## src/rtl/move_select_sched_pkg.sv

```systemverilog
// move_sel_pkg: shared widths, candidate count and FSM encoding for the best-move scheduler
package move_sel_pkg;
    localparam int SCORE_W  = 6;
    localparam int POS_W    = 6;
    localparam int NUM_CAND = 64;
    localparam int CNT_W    = $clog2(NUM_CAND + 1);
    typedef enum logic [1:0] {
        IDLE   = 2'd0,
        SCAN   = 2'd1,
        RESULT = 2'd2
    } state_t;
endpackage

```

## src/rtl/move_select_sched_if.sv

```systemverilog
// move_select_sched_if: candidate stream, result handshake and status (MOVE_SEL_EARLY_EXIT_EN adds thresh/early_exit)
interface move_select_sched_if;
    import move_sel_pkg::*;
    logic               start;
    logic               abort;
    logic               in_valid;
    logic               in_ready;
    logic [SCORE_W-1:0] in_score;
    logic [POS_W-1:0]   in_pos;
    logic               res_valid;
    logic               res_ack;
    logic [SCORE_W-1:0] best_score;
    logic [POS_W-1:0]   best_pos;
    logic [CNT_W-1:0]   cand_cnt;
    logic               busy;
`ifdef MOVE_SEL_EARLY_EXIT_EN
    logic [SCORE_W-1:0] thresh;
    logic               early_exit;
    modport slave (
        input  start, abort, in_valid, in_score, in_pos, res_ack, thresh,
        output in_ready, res_valid, best_score, best_pos, cand_cnt, busy, early_exit
    );
    modport master (
        output start, abort, in_valid, in_score, in_pos, res_ack, thresh,
        input  in_ready, res_valid, best_score, best_pos, cand_cnt, busy, early_exit
    );
`else
    modport slave (
        input  start, abort, in_valid, in_score, in_pos, res_ack,
        output in_ready, res_valid, best_score, best_pos, cand_cnt, busy
    );
    modport master (
        output start, abort, in_valid, in_score, in_pos, res_ack,
        input  in_ready, res_valid, best_score, best_pos, cand_cnt, busy
    );
`endif
endinterface

```

## src/rtl/move_select_sched_cmp.sv

```systemverilog
// move_cmp: combinational (score, pos) select; b wins ties so later candidates take precedence
module move_cmp
    import move_sel_pkg::*;
(
    input  logic [SCORE_W-1:0] a_score_i,
    input  logic [POS_W-1:0]   a_pos_i,
    input  logic [SCORE_W-1:0] b_score_i,
    input  logic [POS_W-1:0]   b_pos_i,
    output logic [SCORE_W-1:0] y_score_o,
    output logic [POS_W-1:0]   y_pos_o
);
    logic b_wins;
    assign b_wins    = b_score_i >= a_score_i;
    assign y_score_o = b_wins ? b_score_i : a_score_i;
    assign y_pos_o   = b_wins ? b_pos_i : a_pos_i;
endmodule

```

## src/rtl/move_select_sched.sv

```systemverilog
// move_select_sched: serial running-max scheduler over NUM_CAND candidates (optional MOVE_SEL_EARLY_EXIT_EN threshold exit)
module move_select_sched
    import move_sel_pkg::*;
(
    input  logic                clk,
    input  logic                rst,
    move_select_sched_if.slave  sif
);
    state_t             state_q, state_d;
    logic [SCORE_W-1:0] best_score_q, best_score_d, y_score;
    logic [POS_W-1:0]   best_pos_q, best_pos_d, y_pos;
    logic [CNT_W-1:0]   cnt_q, cnt_d;
    logic               res_valid_q, res_valid_d;
    logic               last, hit;
`ifdef MOVE_SEL_EARLY_EXIT_EN
    logic               early_q, early_d;
    assign hit            = sif.in_score >= sif.thresh;
    assign sif.early_exit = early_q;
`else
    assign hit = 1'b0;
`endif

    move_cmp u_cmp (
        .a_score_i (best_score_q),
        .a_pos_i   (best_pos_q),
        .b_score_i (sif.in_score),
        .b_pos_i   (sif.in_pos),
        .y_score_o (y_score),
        .y_pos_o   (y_pos)
    );

    assign last           = cnt_q == CNT_W'(NUM_CAND - 1);
    assign sif.in_ready   = (state_q == SCAN) && !sif.abort;
    assign sif.res_valid  = res_valid_q;
    assign sif.best_score = best_score_q;
    assign sif.best_pos   = best_pos_q;
    assign sif.cand_cnt   = cnt_q;
    assign sif.busy       = state_q != IDLE;

    // Next-state: scan start/clear, per-transfer max update, abort, result release
    always_comb begin
        state_d      = state_q;
        best_score_d = best_score_q;
        best_pos_d   = best_pos_q;
        cnt_d        = cnt_q;
        res_valid_d  = res_valid_q;
`ifdef MOVE_SEL_EARLY_EXIT_EN
        early_d      = early_q;
`endif
        case (state_q)
            IDLE: if (sif.start && !sif.abort) begin
                state_d      = SCAN;
                best_score_d = '0;
                best_pos_d   = '0;
                cnt_d        = '0;
`ifdef MOVE_SEL_EARLY_EXIT_EN
                early_d      = 1'b0;
`endif
            end
            SCAN: if (sif.abort) begin
                state_d      = IDLE;
                best_score_d = '0;
                best_pos_d   = '0;
                cnt_d        = '0;
            end else if (sif.in_valid) begin
                best_score_d = y_score;
                best_pos_d   = y_pos;
                cnt_d        = cnt_q + 1'b1;
                if (last || hit) begin
                    state_d     = RESULT;
                    res_valid_d = 1'b1;
`ifdef MOVE_SEL_EARLY_EXIT_EN
                    early_d     = hit;
`endif
                end
            end
            RESULT: if (sif.res_ack) begin
                state_d     = IDLE;
                res_valid_d = 1'b0;
`ifdef MOVE_SEL_EARLY_EXIT_EN
                early_d     = 1'b0;
`endif
            end
            default: state_d = IDLE;
        endcase
    end

    // State and datapath registers, asynchronously cleared
    always_ff @(posedge clk or posedge rst) begin
        if (rst) begin
            state_q      <= IDLE;
            best_score_q <= '0;
            best_pos_q   <= '0;
            cnt_q        <= '0;
            res_valid_q  <= 1'b0;
`ifdef MOVE_SEL_EARLY_EXIT_EN
            early_q      <= 1'b0;
`endif
        end else begin
            state_q      <= state_d;
            best_score_q <= best_score_d;
            best_pos_q   <= best_pos_d;
            cnt_q        <= cnt_d;
            res_valid_q  <= res_valid_d;
`ifdef MOVE_SEL_EARLY_EXIT_EN
            early_q      <= early_d;
`endif
        end
    end
endmodule
```

## src/flat_wrapper.sv

```systemverilog
// flat-port wrapper written by rule: the top's interface ports become plain ports
module move_select_sched_flat import move_sel_pkg::*;
  (clk, rst, sif_start, sif_abort, sif_in_valid, sif_in_score, sif_in_pos, sif_res_ack, sif_in_ready, sif_res_valid, sif_best_score, sif_best_pos, sif_cand_cnt, sif_busy);
  move_select_sched_if sif_i ();
  input  logic clk;
  input  logic rst;
  input wire logic [$bits(sif_i.start)-1:0] sif_start;
  input wire logic [$bits(sif_i.abort)-1:0] sif_abort;
  input wire logic [$bits(sif_i.in_valid)-1:0] sif_in_valid;
  input wire logic [$bits(sif_i.in_score)-1:0] sif_in_score;
  input wire logic [$bits(sif_i.in_pos)-1:0] sif_in_pos;
  input wire logic [$bits(sif_i.res_ack)-1:0] sif_res_ack;
  output wire logic [$bits(sif_i.in_ready)-1:0] sif_in_ready;
  output wire logic [$bits(sif_i.res_valid)-1:0] sif_res_valid;
  output wire logic [$bits(sif_i.best_score)-1:0] sif_best_score;
  output wire logic [$bits(sif_i.best_pos)-1:0] sif_best_pos;
  output wire logic [$bits(sif_i.cand_cnt)-1:0] sif_cand_cnt;
  output wire logic [$bits(sif_i.busy)-1:0] sif_busy;
  assign sif_i.start = sif_start;
  assign sif_i.abort = sif_abort;
  assign sif_i.in_valid = sif_in_valid;
  assign sif_i.in_score = sif_in_score;
  assign sif_i.in_pos = sif_in_pos;
  assign sif_i.res_ack = sif_res_ack;
  assign sif_in_ready = sif_i.in_ready;
  assign sif_res_valid = sif_i.res_valid;
  assign sif_best_score = sif_i.best_score;
  assign sif_best_pos = sif_i.best_pos;
  assign sif_cand_cnt = sif_i.cand_cnt;
  assign sif_busy = sif_i.busy;
  move_select_sched u_core (.clk(clk), .rst(rst), .sif(sif_i));
endmodule
```

## config.mk

```make
export PLATFORM = sky130hd
export DESIGN_NAME = move_select_sched_flat
export DESIGN_NICKNAME = d
export VERILOG_FILES = /design/src/rtl/move_select_sched_pkg.sv /design/src/rtl/move_select_sched_if.sv /design/src/rtl/move_select_sched_cmp.sv /design/src/rtl/move_select_sched.sv /design/src/flat_wrapper.sv
export SDC_FILE = /design/constraint.sdc
export NUM_CORES = 1
export LEC_CHECK = 0
export CORE_ASPECT_RATIO = 1.2
export CORE_MARGIN = 2
export CORE_UTILIZATION = 25
export CTS_CLUSTER_DIAMETER = 30
export DETAILED_ROUTE_END_ITERATION = 8
export GPL_TIMING_DRIVEN = 0
export PLACE_DENSITY = 0.53
export RECOVER_POWER = 50
export SYNTH_ARGS = -nofsm -noshare
export SYNTH_HDL_FRONTEND = slang
export SYNTH_SLANG_ARGS = --single-unit
```

## constraint.sdc

```tcl
create_clock -name clk -period 4 [get_ports clk]
set_clock_uncertainty 0.2 [all_clocks]
set_input_delay 0.8 -clock clk [delete_from_list [all_inputs] [get_ports clk]]
set_output_delay 0.8 -clock clk [all_outputs]
set_load 0.02 [all_outputs]
```

* Word level (Yosys, flattened, before mapping) *
Cells that the tools add are included.

operators by class
  add/sub/neg operators = 1
  $lt $le $gt $ge = 1
  eq/ne operators = 11
  mux-type cells = 24
  reduce and logical (&&, ||, !) cells = 11

operators with widths
  kind                                                              count
  6-bit two-way mux                                                 7
  6-bit one-hot mux with 2 select lines                             2
  7-bit two-way mux                                                 3
  7-bit one-hot mux with 2 select lines                             1
  2-bit two-way mux                                                 5
  4-bit AND reduction                                               2
  7-bit by 1-bit adder with 7-bit output (second input constant)    1
  7-bit by 6-bit == test with 1-bit output (second input constant)  1
  6-bit greater-or-equal comparator                                 1
  2-bit != test (second input constant)                             3
  3-bit != test (second input constant)                             2
  2-bit one-hot mux with 3 select lines                             1
  2-bit nonzero test                                                3
  5-bit AND reduction                                               1
  1-bit two-way mux                                                 4
  2-bit by 1-bit != test with 1-bit output (second input constant)  2
  3-bit by 2-bit != test with 1-bit output (second input constant)  1
  3-bit AND reduction                                               1
  2-bit by 1-bit == test with 1-bit output (second input constant)  1
  2-bit == test (second input constant)                             1
  1-bit logical AND                                                 2
  2-bit logical NOT                                                 1
  1-bit one-hot mux with 2 select lines                             1
  1-bit logical NOT                                                 1

word-level totals
  flip-flop bits (word level) = 22
  input port bits = 18
  output and inout bits = 22
  logic and storage cells = 53

* Longest topological paths before layout *
Gate-level depths: netlist (run 1).

  depth after elaboration = 5
  depth in mapped cells = 8
  depth with buffers taken out = 7

* Modules after synthesis *
A second synthesis (run 1) with hierarchy kept.

unflattened totals
  cell total of the unflattened synthesis = 112
  area, all modules = 1290.0 µm²

modules (own cells, without submodules)
  module             instances  cells each  area an instance (µm²)  sequential area each (µm²)
  move_select_sched  1          80          950.9                   550.5
  move_cmp           1          32          339.1                   0.0

* Worst setup path before layout (run 1) *
No wires, ideal clock.

  path type = input-to-reg
  start = input sif_in_score[0]
  end = register u_core.best_pos_q[0] (netlist: u_core.sif.best_pos[0])
  setup time = 0.121 ns
  arrival = 2.022 ns
  data required time = 3.679 ns
  path slack = 1.657 ns
  cell stages on the path = 8
  path buffers = 1
  cell sequence = inv_1 -> ha_1 -> nand2b_1 -> a211oi_1 -> o21ai_0 -> and2_1 -> buf_2 -> a22o_1

on the way
  cells in the longest elaborated chain, start to end = 3

RTL lines
  what                               line                         source
  from (decl)                        flat_wrapper.sv:10           input wire logic [$bits(sif_i.in_score)-1:0] sif_in_score;
  6-bit greater-or-equal comparator  move_select_sched_cmp.sv:13  assign b_wins = b_score_i >= a_score_i;
  3-bit != test (no line)            n/a
  4-bit AND reduction (no line)      n/a
  to (signal assigned)               move_select_sched.sv:102     best_pos_q <= best_pos_d;
  to (decl)                          move_select_sched.sv:11      logic [POS_W-1:0] best_pos_q, best_pos_d, y_pos;

Every way passes these cells.
A chain may end at the register's enable or synchronous reset.

* Worst setup path in the final report (run 1) *
  start = input sif_abort
  end = output sif_in_ready

on the way
  cells in the longest elaborated chain, start to end = 2

RTL lines
  what               line                     source
  from (decl)        flat_wrapper.sv:8        input wire logic [$bits(sif_i.abort)-1:0] sif_abort;
  1-bit logical NOT  move_select_sched.sv:33  assign sif.in_ready = (state_q == SCAN) && !sif.abort;
  1-bit logical AND  move_select_sched.sv:33
  to (decl)          flat_wrapper.sv:13       output wire logic [$bits(sif_i.in_ready)-1:0] sif_in_ready;

Every way passes these cells.

==> results of run 1 <==
-- routing by layer --
metal	vias up	track usage (%)	part of all wire [%]	wire, microns
met4	0	4.35	0.91	22
li1	433	-	-	-
met1	432	13.5	47	1130
met2	25	18.8	48	1160
met3	2	2.22	4.5	110
met5	-	0	0	0
-- cell usage after synthesis, drive strengths merged --
master,instances
nand3b,1
a31oi,1
a21o,1
o21ai,8
nand2,5
or3b,1
ha,7
nand3,1
buf,2
nor2,7
a21boi,1
nand4,3
or2,1
dfrtp,22
a211oi,1
and3,2
xor2,4
a22o,12
o2111ai,1
inv,11
and2,1
nand2b,2
a21oi,4
-- critical path: cells and delay by family --
family,cells,cell delay [ns]
simple gates,2,0.30
buf+inv,3,1.25
-- metrics by stage --
stage	hold slack [ns]	instances	worst slack, ns	power (mW)
after CTS	0.323	198	0.770	0.565
after global placement	0.292	194	0.830	0.398
after floorplan	0.334	99	1.66	0.331
final	0.305	198	0.656	0.550
after detailed placement	0.296	194	0.782	0.402
after global routing	0.339	198	0.596	0.582
-- power by group --
group          total, mW  switching [mW]  internal [mW]
Combinational      0.132          0.0648         0.0674
Sequential         0.259          0.0197          0.239
Clock              0.159          0.0711         0.0876
Total              0.550           0.156          0.394
-- cell families (layout without fill, tap and decap cells) --
family / Yosys count / in the layout / synth area share (%)
compound gates: 29 / 29 / 20.3
simple gates: 24 / 24 / 11.7
flops: 22 / 22 / 51.3
buf+inv: 13 / 56 / 5.36
fa+ha+maj: 7 / 7 / 8.16
xor+xnor: 4 / 4 / 3.26
-- how the worst max path moves through the flow --
stage                                from                                 end  slack (ns)  cells past startpoint
after floorplan           sif_in_score[0]  u_core.sif.best_pos[0]$_DFFE_PP0P_        1.66                      8
after global placement          sif_abort                        sif_in_ready        0.83                      5
after detailed placement        sif_abort                        sif_in_ready        0.78                      5
after CTS                       sif_abort                        sif_in_ready        0.77                      5
after global routing            sif_abort                        sif_in_ready        0.60                      5
final                           sif_abort                        sif_in_ready        0.66                      5
-- final cells by class --
class / count / area, sq um
plain buffers: 2 / 16.3
clock buffers: 4 / 55.1
fillers: 423 / 2620
inverters: 11 / 41.3
multi-input cells: 64 / 452
flip-flops and latches: 22 / 551
well taps: 56 / 70.1
repair buffers: 39 / 390
-- flip-flops by register name (all words and copies together), names as in the netlist --
name,count
u_core.sif.best_pos,6
u_core.state_q,2
u_core.sif.cand_cnt,7
u_core.sif.best_score,6
u_core.sif.res_valid,1
==> run metrics, run 1 <==
status complete, no violations; postcts setup bufs 0; WL final around 2400 microns; mapped cell area approximately 1100 sq um; Synth area leaders dfrtp_1 51%, a22o_1 9.8%, ha_1 8.2%; Final #Nets 168; syn_nets 124; final slew viol count 0; Crit. End Element output port; placed instance area roughly 1500 sq um; Slew HR a little over two fifths; final-report setup violation count 0; crit-path max cell delay 0.59 ns; Critical Path AT 2.34 ns; count of distinct cell types in the synthesized netlist 26; HP Start u_core.sif.best_pos[4]$_DFFE_PP0P_; hold endpoint u_core.sif.best_pos[4]$_DFFE_PP0P_; clk sinks 22; hold depth 1; mean post-synth cell area 10.8 sq um; # resized after CTS 0; vias post-DR about 890; DIE AREA between 4000 and 5000 sq um; grt total ovfl 0; DR WL/cell 12.2 microns; fraction of layout cells with a size suffix above 1 ~5.6%; synthesis-stage register bit count 22; Worst-Skew Late Latency roughly 0.26 ns; setup TNS 0 ns; Final Critical Period 3.34 ns; flop-to-flop setup slack 1.72 ns; number of core rows 26; vias in the first global route 920; initial antenna violation count 0; most frequent cells in the layout 31 x clkdlybuf4s50_1, 22 x dfrtp_1, 12 x a22o_1; Buffers on Ports 39; Ant. Diodes 0; DPL Wire Length 1880 microns; Post-CTS Hold Buffers 0; crit-path max FO 4; number of vias per cell 4.51; P_leak approximately 0.73 nW; initial core utilization 25.6%; core area between 4000 and 5000 sq um; slowest CP cell dlygate4sd3_1; HP Class reg2reg; first-pass GRT wire length 4110 microns; I/O pin total 40; critical path, cell by cell dlygate4sd3_1 -> nor2_1 -> nand2_1 -> inv_1 -> clkdlybuf4s50_1; Final Hold Vio Count 0; Die H approximately 76 microns; fraction of the yosys area taken by sequential cells about half; number of nets with antenna violations after routing 0; max-cap violations 0; largest net degree at the start of global routing 23; initial drt markers 25; R2R Path Start u_core.state_q[0]$_DFFE_PP0P_; most common cell after layout, fill and taps aside clkdlybuf4s50_1; top cell type's share of synthesized area between 50% and 60%; R2R Path End u_core.sif.best_pos[1]$_DFFE_PP0P_; R2R depth 5; chip width approximately 64 microns; Max Fclk 0.299 GHz; post-layout util 37.5%; Root Driver clkbuf_8; Tcrit/Tclk final between 80 and 90%; critical path class in2out; design area approximately 1600 sq um; H-Tree Depth 1; Power Density approximately 350 nW/um^2; startpoint types input port; gr usage total around 11%; Inserted Clock Buffers 3; First-pass DRT Iterations 4; post-synthesis instance total slightly below 100; area leader, netlist dfrtp_1; Ys Warns 0; clock slew at reported path FFs 0.08 ns; Worst Tran Pin Value between 0.8 and 0.9 ns; maximum vdd drop 0.000103 V; GP Congestion around 0.77; DRC 0; area delta synth->final 46.7%; required time worst endpoint around 3.0 ns; RSZ-0062 raised after global routing false; TritonCTS clock tree yes; clk buf depth 2
Note: power is estimated with default switching activity, not from simulation.
==> inputs of run 2 (changes only) <==
--- a/config.mk
+++ b/config.mk
@@ -11,7 +11,7 @@
 export CTS_CLUSTER_DIAMETER = 30
 export DETAILED_ROUTE_END_ITERATION = 8
 export GPL_TIMING_DRIVEN = 0
-export PLACE_DENSITY = 0.53
+export PLACE_DENSITY = 0.55
 export RECOVER_POWER = 50
 export SYNTH_ARGS = -nofsm -noshare
 export SYNTH_HDL_FRONTEND = slang
==> constraint.sdc (replaced) <==
create_clock -name clk -period 2.7 [get_ports clk]
set_clock_uncertainty 0.2 [all_clocks]
set_input_delay 0.54 -clock clk [delete_from_list [all_inputs] [get_ports clk]]
set_output_delay 0.54 -clock clk [all_outputs]
set_load 0.02 [all_outputs]
==> run metrics, run 2 (synthesis gave the netlist of run 1 again) <==
status complete, no violations; First-pass DRT Iterations 2 (-2); area delta synth->final 48.0%; Slew HR 41.9% (-1.6 points); Inserted Clock Buffers 3 (unchanged); initial core utilization 25.6% (unchanged); max-cap violations 0 (unchanged); number of vias per cell 4.44 (-1.3%); initial antenna violation count 0 (unchanged); vias post-DR 880 (-1.3%); DR WL/cell 11.9 microns (-2.9%); H-Tree Depth 1 (unchanged); Root Driver clkbuf_8; Crit. End Element register; number of core rows 26 (unchanged); DRC 0 (unchanged); Final Critical Period between 2 and 2.5 ns; Buffers on Ports 39 (unchanged); GP Congestion 0.746 (-3.2%); clk buf depth 2 (unchanged); HP Class reg2reg; Tcrit/Tclk final 91.6%; clk sinks 22 (unchanged); maximum vdd drop 0.000163 V (+58%); placed instance area 1530 sq um (unchanged); Final #Nets 168 (unchanged); grt total ovfl 0 (unchanged); RSZ-0062 raised after global routing false; I/O pin total 40 (unchanged); design area 1590 sq um (+0.87%); Worst-Skew Late Latency 0.26 ns (about the same); max reg flops 7 (unchanged); Critical Path AT 2.42 ns (+0.08 ns); Die H 75.8 microns (unchanged); Post-CTS Hold Buffers 0 (unchanged); WL final 2350 microns (-2.9%); clock slew at reported path FFs 0.08 ns (about the same); initial drt markers 22 (-12%); Power Density 512 nW/um^2 (+47%); setup TNS 0 ns (unchanged); DPL Wire Length 1840 microns (-1.7%); core area 4200 sq um (unchanged); DIE AREA 4840 sq um (unchanged); most common cell after layout, fill and taps aside clkdlybuf4s50_1; required time worst endpoint 2.65 ns (-0.35 ns); Final Hold Vio Count 0 (unchanged); Max Fclk 0.404 GHz; vias in the first global route 835 (-9.2%); Ant. Diodes 0 (unchanged); dpl ws -0.0723 ns (-0.854 ns); final-report setup violation count 0 (unchanged); first-pass GRT wire length 3800 microns (-7.6%); largest net degree at the start of global routing 23 (unchanged); TritonCTS clock tree yes; fraction of layout cells with a size suffix above 1 6.34% (+0.70 points); crit-path max FO 10 (+6); final slew viol count 0 (unchanged); most frequent cells in the layout 30 x clkdlybuf4s50_1, 22 x dfrtp_1, 12 x a22o_1; gr usage total 10.1% (-0.80 points); fin worst setup slack 0.227 ns (-0.429 ns); chip width 63.8 microns (unchanged); P_leak 0.745 nW (+2.3%); startpoint types input port; number of nets with antenna violations after routing 0 (unchanged); Worst Tran Pin Value 0.871 ns (+0.0237 ns); critical path class in2reg
==> run 2: metal layers <==
metal / part of all wire [%] / GRT usage, %
met1: 47 / 12.7
met2: 47 / 16.6
met3: 4.7 / 2.07
met4: 1.0 / 5.07
met5: 0 / 0
==> run 2: area by class of cell <==
type	instances	area, sq um
well taps	56	70.1
multi-input cells	64	463
plain buffers	2	16.3
repair buffers	39	393
flip-flops and latches	22	551
fillers	410	2610
clock buffers	4	55.1
inverters	11	41.3
==> run 2: repair_timing <==
action                     in CTS  in global routing
setup endpoints to repair       0                  1
resized for setup               0                  1
setup buffers                   0                  0
==> run 2: power by group <==
group / total (mW) / switching (mW) / leakage (nW) / internal (mW)
Combinational: 0.199 / 0.0977 / 0.416 / 0.101
Clock: 0.232 / 0.103 / 0.0288 / 0.130
Sequential: 0.383 / 0.0280 / 0.300 / 0.355
Total: 0.814 / 0.228 / 0.745 / 0.586
==> run 2: final timing paths <==
check | start | endpoint | slack, ns | cells after the start
max in group asynchronous | rst | u_core.sif.cand_cnt[3]$_DFFE_PP0P_ | 1.07 | 2
worst max register to register | u_core.sif.best_score[0]$_DFFE_PP0P_ | u_core.sif.best_score[4]$_DFFE_PP0P_ | 0.62 | 7
worst min-delay path | u_core.sif.best_pos[5]$_DFFE_PP0P_ | u_core.sif.best_pos[5]$_DFFE_PP0P_ | 0.31 | 1
min in group asynchronous | rst | u_core.sif.best_pos[4]$_DFFE_PP0P_ | 0.70 | 2
worst max-delay path | sif_in_score[0] | u_core.sif.best_score[4]$_DFFE_PP0P_ | 0.23 | 9
worst min register to register | u_core.sif.best_pos[5]$_DFFE_PP0P_ | u_core.sif.best_pos[5]$_DFFE_PP0P_ | 0.31 | 1
==> run 2: metrics by stage <==
stage | hold WS [ns] | std cells | total power [mW] | util [%]
final | 0.311 | 198 | 0.814 | 37.9
after detailed placement | 0.299 | 194 | 0.596 | 36.6
after global placement | 0.294 | 194 | 0.589 | 36.6
after global routing | 0.332 | 198 | 0.861 | 37.9
after CTS | 0.319 | 198 | 0.834 | 37.9
after floorplan | 0.329 | 99 | 0.491 | -
==> run 2: critical path, stage by stage <==
cell	delay, ns
clkdlybuf4s50_1	0.49
inv_1	0.05
ha_1	0.25
nand2b_1	0.13
a211oi_1	0.22
o21ai_0	0.15
and2_1	0.19
buf_2	0.19
a22o_1	0.20
==> inputs of run 3 (changes only) <==
--- a/config.mk
+++ b/config.mk
@@ -5,13 +5,15 @@
 export SDC_FILE = /design/constraint.sdc
 export NUM_CORES = 1
 export LEC_CHECK = 0
+export ABC_AREA = 0
 export CORE_ASPECT_RATIO = 1.2
 export CORE_MARGIN = 2
 export CORE_UTILIZATION = 25
 export CTS_CLUSTER_DIAMETER = 30
 export DETAILED_ROUTE_END_ITERATION = 8
+export DONT_BUFFER_PORTS = 1
 export GPL_TIMING_DRIVEN = 0
-export PLACE_DENSITY = 0.55
+export PLACE_DENSITY = 0.43
 export RECOVER_POWER = 50
 export SYNTH_ARGS = -nofsm -noshare
 export SYNTH_HDL_FRONTEND = slang
==> run metrics, run 3 (synthesis gave the netlist of run 1 again) <==
R2R Path Start u_core.sif.best_score[0]$_DFFE_PP0P_; First-pass DRT Iterations 4 (+2); Seq pwr share 51.2% (+4.2 points); maximum vdd drop 0.000177 V (+8.8%); vias post-DR 741 (-16%); required time worst endpoint 2.66 ns (about the same); vias in the first global route 820 (-1.8%); Worst Tran Pin Value 0.876 ns (+0.00505 ns); Slew HR 41.5% (-0.34 points); final slew viol count 0 (unchanged); number of core rows 26 (unchanged); P_leak 0.574 nW (-23%); Post-CTS Hold Buffers 0 (unchanged); HP Class in2async; Final Hold Vio Count 0 (unchanged); DR WL/cell 14.3 microns (+20%); flop-to-flop setup slack 0.48 ns (-0.14 ns); Switch Pwr 0.229 mW (+0.45%); Root Driver clkbuf_8; grt total ovfl 0 (unchanged); postcts setup bufs 0 (unchanged); status complete, no violations; TritonCTS clock tree yes; largest net degree at the start of global routing 23 (unchanged); Critical Path AT 2.18 ns (-0.24 ns); first-pass GRT wire length 3870 microns (+2.0%); Power Internal 0.592 mW (+1.0%); final-report setup violation count 0 (unchanged); Ant. Diodes 0 (unchanged); Tcrit/Tclk final 82.4% (-9.2 points); setup TNS 0 ns (unchanged); initial core utilization 25.6% (unchanged); fraction of layout cells with a size suffix above 1 9.71% (+3.4 points); core area 4200 sq um (unchanged); Placed Cells 155 (-20%); Worst Setup SP u_core.sif.best_score[0]$_DFFE_PP0P_; clk buf depth 2 (unchanged); Inserted Clock Buffers 3 (unchanged); number of vias per cell 4.66 (+4.9%); R2R Path End u_core.sif.best_pos[4]$_DFFE_PP0P_; chip width 63.8 microns (unchanged); DIE AREA 4840 sq um (unchanged); H-Tree Depth 1 (unchanged); Power Density 676 nW/um^2 (+32%); GP Congestion 0.669 (-10%); area delta synth->final 13.2%; # resized after CTS 0 (unchanged); Final #Nets 129 (-23%); clk sinks 22 (unchanged); initial antenna violation count 0 (unchanged); most common cell after layout, fill and taps aside dfrtp_1; switching share of power 27.9% (-0.12 points); final std cells w/o fill 159 (-20%); slowest CP cell dfrtp_1; I/O pin total 40 (unchanged); Buffers on Ports 0 (-100%); Gate power share 10.9% (-14 points); max-cap violations 0 (unchanged); critical path class reg2reg; DPL Wire Length 1710 microns (-7.1%); R2R depth 7 (unchanged); gr usage total 10.3% (+0.25 points); Crit. End Element register; number of nets with antenna violations after routing 0 (unchanged); Layout fillers 445 (+8.5%); max reg flops 7 (unchanged); Die H 75.8 microns (unchanged); Worst-Skew Late Latency 0.26 ns (about the same); post-layout util 29.0% (-8.9 points); Final Critical Period 2.22 ns (-0.248 ns); Max Fclk 0.449 GHz (+11%); most frequent cells in the layout 22 x dfrtp_1, 12 x a22o_1, 11 x inv_1; WL final 2270 microns (-3.2%); crit-path max cell delay 0.48 ns (about the same); clock network power share 37.9% (+9.4 points); initial drt markers 33 (+50%); critical path, cell by cell ha_1 -> nand2b_1 -> a211oi_1 -> o21ai_0 -> and2_1 -> buf_2 -> a22o_1; startpoint types register; crit-path max FO 10 (unchanged); RSZ-0062 raised after global routing false; clock slew at reported path FFs 0.08 ns (about the same); DRC 0 (unchanged)
## run 3: how the worst max path moves through the flow
stage,end,slack (ns)
floorplan,u_core.sif.best_pos[0]$_DFFE_PP0P_,0.62
global placement,u_core.sif.best_score[5]$_DFFE_PP0P_,0.45
detailed placement,u_core.sif.best_pos[4]$_DFFE_PP0P_,0.42
CTS,u_core.sif.best_pos[4]$_DFFE_PP0P_,0.45
global route,u_core.sif.best_score[3]$_DFFE_PP0P_,0.35
finish,u_core.sif.best_pos[4]$_DFFE_PP0P_,0.48
## run 3: area by class of cell
type	count	area, sq um	area share (%)
buffer	2	16.3	1.34
tap	56	70.1	5.77
inverter	11	41.3	3.40
sequential	22	551	45.3
clock inverter	1	30.0	2.47
multi-input combinational	64	465	38.3
clock buffer	3	41.3	3.40
## run 3: through the flow
stage          worst slack [ns]  area [sq um]  hold WS, ns  total power [mW]
4_1_cts                   0.455          1210        0.162             0.837
3_5_place_dp              0.416          1140        0.397             0.518
5_1_grt                   0.345          1210        0.160             0.874
3_3_place_gp              0.447          1140        0.388             0.514
2_1_floorplan             0.617          1070        0.329             0.491
6_report                  0.475          1210        0.145             0.821
## run 3: metal layers
metal	share of wire [%]	vias up	wire length, microns	GRT usage (%)
met5	0	-	0	0
met3	11	0	248	3.84
met1	41	347	940	12.0
met2	48	35	1080	17.7
li1	-	359	-	-
met4	0	0	0	3.62
## run 3: worst max-delay path: cells and delay by family, from the launching register on
family / cells / cell delay (ns)
compound gates: 3 / 0.59
fa+ha+maj: 1 / 0.31
buf+inv: 1 / 0.19
flops: 1 / 0.48
simple gates: 2 / 0.34
## run 3: power by group through the flow
| stage | registers (mW) | logic [mW] | clock network, mW |
|---|---|---|---|
| 2_1_floorplan | 0.416 | 0.0754 | 0 |
| 5_1_grt | 0.426 | 0.108 | 0.340 |
| 3_3_place_gp | 0.424 | 0.0902 | 0 |
| 6_report | 0.420 | 0.0896 | 0.311 |
| 4_1_cts | 0.419 | 0.0921 | 0.326 |
| 3_5_place_dp | 0.426 | 0.0921 | 0 |
==> variant 1 (config.mk and constraints of run 2) <==
Set the package constant `POS_W` to 3 (it was 6).
--- a/src/rtl/move_select_sched_pkg.sv
+++ b/src/rtl/move_select_sched_pkg.sv
@@ -1,7 +1,7 @@
 // move_sel_pkg: shared widths, candidate count and FSM encoding for the best-move scheduler
 package move_sel_pkg;
     localparam int SCORE_W  = 6;
-    localparam int POS_W    = 6;
+    localparam int POS_W    = 3;
     localparam int NUM_CAND = 64;
     localparam int CNT_W    = $clog2(NUM_CAND + 1);
     typedef enum logic [1:0] {
Ports: changed (resized sif_best_pos and sif_in_pos); port bits go from 40 to 34. The function was not compared with the original's and may differ.
==> variant 1 against run 2 <==
Cell area shrank 11%. Via count is 5.3% lower. Worst setup slack got worse by 0.048 ns. Wire length shrank 8.8%. Synthesized area is 8.6% lower. Total power decreased by 22%. Sequential share of layout area decreased by 1.1 points. Final cell count shrank 7.1%. Sequential cell count down 3.
==> variant 1: results (changes against run 2) <==
| Metric | Value |
|---|---|
| Worst-path fanout max | `5 (was 10)` |
| Dpl hpwl | `1.639 mm (was 1.844 mm)` |
| Lkg Pwr | `0.0006499 uW (was 0.0007449 uW)` |
| Final Core Density | `0.3838 (was 0.3787)` |
| Post-Synthesis Cells | `95 (was 99)` |
| Compound-Gate Fraction of Synth Area | `0.1811 (was 0.2028)` |
| Dpl cell area | `1376 sq um (was 1534 sq um)` |
| Pwr/cell area | `447.3 nW/um^2 (was 512.3 nW/um^2)` |
| Inverters | `10 (was 11)` |
| NumNets Final | `155 (was 168)` |
| Synth top cells by count | `19 x dfrtp_1, 10 x inv_1, 9 x a22o_1, 8 x nand2_1 (was 22 x dfrtp_1, 12 x a22o_1, 11 x inv_1)` |
| Slowest stage delay, CP | `0.47 ns (was 0.49 ns)` |
| HP Start | `u_core.sif.best_pos[1] (was u_core.sif.best_pos[5])` |
| Post-synthesis mux area share | `0.01020 (was 0)` |
| GRT Total Usage | `0.1141 (was 0.1007)` |
| Area growth syn-to-layout | `44.52% (was 48.02%)` |
| Wire per inst | `11.64 um (was 11.86 um)` |
| DR WL met3 | `166 um (was 111 um)` |
| R2R Path End | `u_core.sif.best_score[5] (was u_core.sif.best_score[4])` |
| Cell variety after synth | `29 (was 26)` |
| Clock network contribution to total cell area | `0.03266 (was 0.03465)` |
| DRT iter0 DRCs | `9 (was 22)` |
| Final Hold Slack | `0.3139 ns (was 0.3109 ns)` |
| Fill cells | `391 (was 410)` |
| Footprint of the multi-input gates | `447.9 sq um (was 462.9 sq um)` |
| Sequential share of the synthesized area | `0.4847 (was 0.5128)` |
| Status | `complete, no violations (unchanged)` |
| Worst Hold Path EP | `u_core.sif.best_pos[1] (was u_core.sif.best_pos[5])` |
| Max Used Layer | `met3 (was met4)` |
| Global-route wire length before repair | `3.891 mm (was 3.795 mm)` |
| Share of layout cells above drive strength 1 | `0.06818 (was 0.06338)` |
| Post_cts resized | `1 (was 0)` |
| Non-Clock Buffer Count | `35 (was 41)` |
[variant 1: logic make-up (layout without fill, tap and decap cells)]
kind of cell    count (synthesis)  after routing
simple gates                   28             28
compound gates                 24             24
flops                          19             19
buf+inv                        12             49
fa+ha+maj                       7              7
xor+xnor                        4              4
mux                             1              1
[variant 1: how the worst max path moves through the flow]
| stage | slack [ns] | depth (start not counted) | endpoint | startpoint |
|---|---|---|---|---|
| 6_report | 0.18 | 5 | sif_in_ready | sif_abort |
| 4_1_cts | 0.18 | 5 | sif_in_ready | sif_abort |
| 3_5_place_dp | -0.09 | 5 | sif_in_ready | sif_abort |
| 2_1_floorplan | 0.65 | 7 | u_core.sif.best_pos[0] | sif_in_score[4] |
| 5_1_grt | 0.06 | 5 | sif_in_ready | sif_abort |
| 3_3_place_gp | -0.1 | 5 | sif_in_ready | sif_abort |
[variant 1: where the power goes]
group,internal (uW),leakage [uW],switching (uW)
Combinational,64.3,0.000363,62.3
Sequential,296,0.000261,10.4
Clock,103,0.0000255,98.4
Total,463,0.000650,171
==> variant 2 (settings of run 2) <==
Made on the original files. One comparison of `cnt_q` changes from == to >=.
--- a/src/rtl/move_select_sched.sv
+++ b/src/rtl/move_select_sched.sv
@@ -29,7 +29,7 @@
         .y_pos_o   (y_pos)
     );
 
-    assign last           = cnt_q == CNT_W'(NUM_CAND - 1);
+    assign last           = cnt_q >= CNT_W'(NUM_CAND - 1);
     assign sif.in_ready   = (state_q == SCAN) && !sif.abort;
     assign sif.res_valid  = res_valid_q;
     assign sif.best_score = best_score_q;
Formal check against the unedited RTL: no difference found for any inputs over 10 cycles, from zero or initial values and one cycle with rst high; that may be too few to reach the edited logic, so the function may still have changed.
==> variant 2 against run 2 <==
Synthesized area grew 1.5%. Highest routed layer is now met3. Die area is 1.4% higher. Sequential cell count unchanged. Wire length up 4.8%. Worst setup slack got worse by 0.036 ns. Non-clock buffer count unchanged. Total power fell by 5.5%. Combinational power shrank 3%. Cell area about the same. Clock power shrank 17%.
==> variant 2: results (changes against run 2) <==
| Metric | Value |
|---|---|
| Xor-xnor portion of the synthesized cell area | `0.02411 (was 0.03263)` |
| Routing usage on met2 | `0.1708 (was 0.1655)` |
| Routed vias/inst | `4.590 (was 4.444)` |
| GP Congestion | `0.6944 (was 0.7460)` |
| Post-Synth Adder-Cell Area | `0.08037 (was 0.08159)` |
| Max VDD drop | `0.2407 mV (was 0.1626 mV)` |
| FF-to-FF setup slack | `0.49 ns (was 0.62 ns)` |
| GRT Total Usage | `0.1072 (was 0.1007)` |
| Lkg Pwr | `0.0007098 uW (was 0.0007449 uW)` |
| Share of layout cells above drive strength 1 | `0.04861 (was 0.06338)` |
| NumNets Final | `171 (was 168)` |
| Vias in the first global route | `995 (was 835)` |
| Setup ws final | `0.1908 ns (was 0.2269 ns)` |
| Syn Area/Cell | `10.68 sq um (was 10.84 sq um)` |
| M3 GR Usage | `0.02511 (was 0.02068)` |
| Dpl hpwl | `1.940 mm (was 1.844 mm)` |
| Met1 usage | `0.1422 (was 0.1270)` |
| Status | `complete, no violations (unchanged)` |
| Worst slack, placed | `-0.08465 ns (was -0.07231 ns)` |
| R2R Path End | `u_core.sif.best_score[1] (was u_core.sif.best_score[4])` |
| Fill cells | `450 (was 410)` |
| Placed Instances | `197 (was 194)` |
| Clk pwr | `193 uW (was 232 uW)` |
| Syn_nets | `127 (was 124)` |
| Post_cts resized | `1 (was 0)` |
| Sequential share of the synthesized area | `0.5052 (was 0.5128)` |
==> variant 2: cell count changes in the layout (fill, tap and decap cells not counted), moves of 2 or more <==
cell and delta:
nand2_1 -2, dlygate4sd3_1 -2, a32o_1 +2, xor2_1 -3
xnor2_1 +2, clkdlybuf4s50_1 +2, a21oi_1 +4, and4_1 +2
==> variant 2: per-layer routing <==
layer	up-vias	share of wire
met5	-	0
met4	0	0
met3	0	0.050
met2	27	0.48
met1	435	0.47
li1	456	-
==> variant 2: layout make-up <==
class	instances	area, sq um	area share
well taps	56	70.07	0.04413
repair buffers	39	389.1	0.2451
multi-input cells	67	486.7	0.3065
flip-flops and latches	22	550.5	0.3467
clock buffers	3	41.29	0.02600
plain buffers	2	8.758	0.005516
inverters	11	41.29	0.02600
==> variant 2: cells by family after synthesis <==
family,after synthesis
AOI/OAI and AO/OA,34
xor gates and xnor gates,3
buffers and inverters,13
adders and majority gates,7
and+or+nand+nor,23
DFF,22
==> variant 2: worst min-delay path by stage <==
stage / start / end / slack, ns / cells past startpoint
after detailed placement: u_core.sif.best_pos[2] / u_core.sif.best_pos[2] / 0.30 / 1
after CTS: u_core.sif.best_pos[2] / u_core.sif.best_pos[2] / 0.31 / 1
after global routing: u_core.sif.best_pos[3] / u_core.sif.best_pos[3] / 0.33 / 1
final: u_core.sif.best_pos[3] / u_core.sif.best_pos[3] / 0.30 / 1
after global placement: u_core.sif.best_pos[3] / u_core.sif.best_pos[3] / 0.29 / 1
after floorplan: rst / u_core.sif.best_pos[0] / 0.33 / 1
==> variant 2: critical path, stage by stage <==
cell and delay, ns:
clkdlybuf4s50_1 0.48, inv_1 0.05, ha_1 0.25, nand2b_1 0.09, a21oi_1 0.07, o21ai_0 0.21
and2_1 0.20, clkbuf_1 0.41, a22o_1 0.21
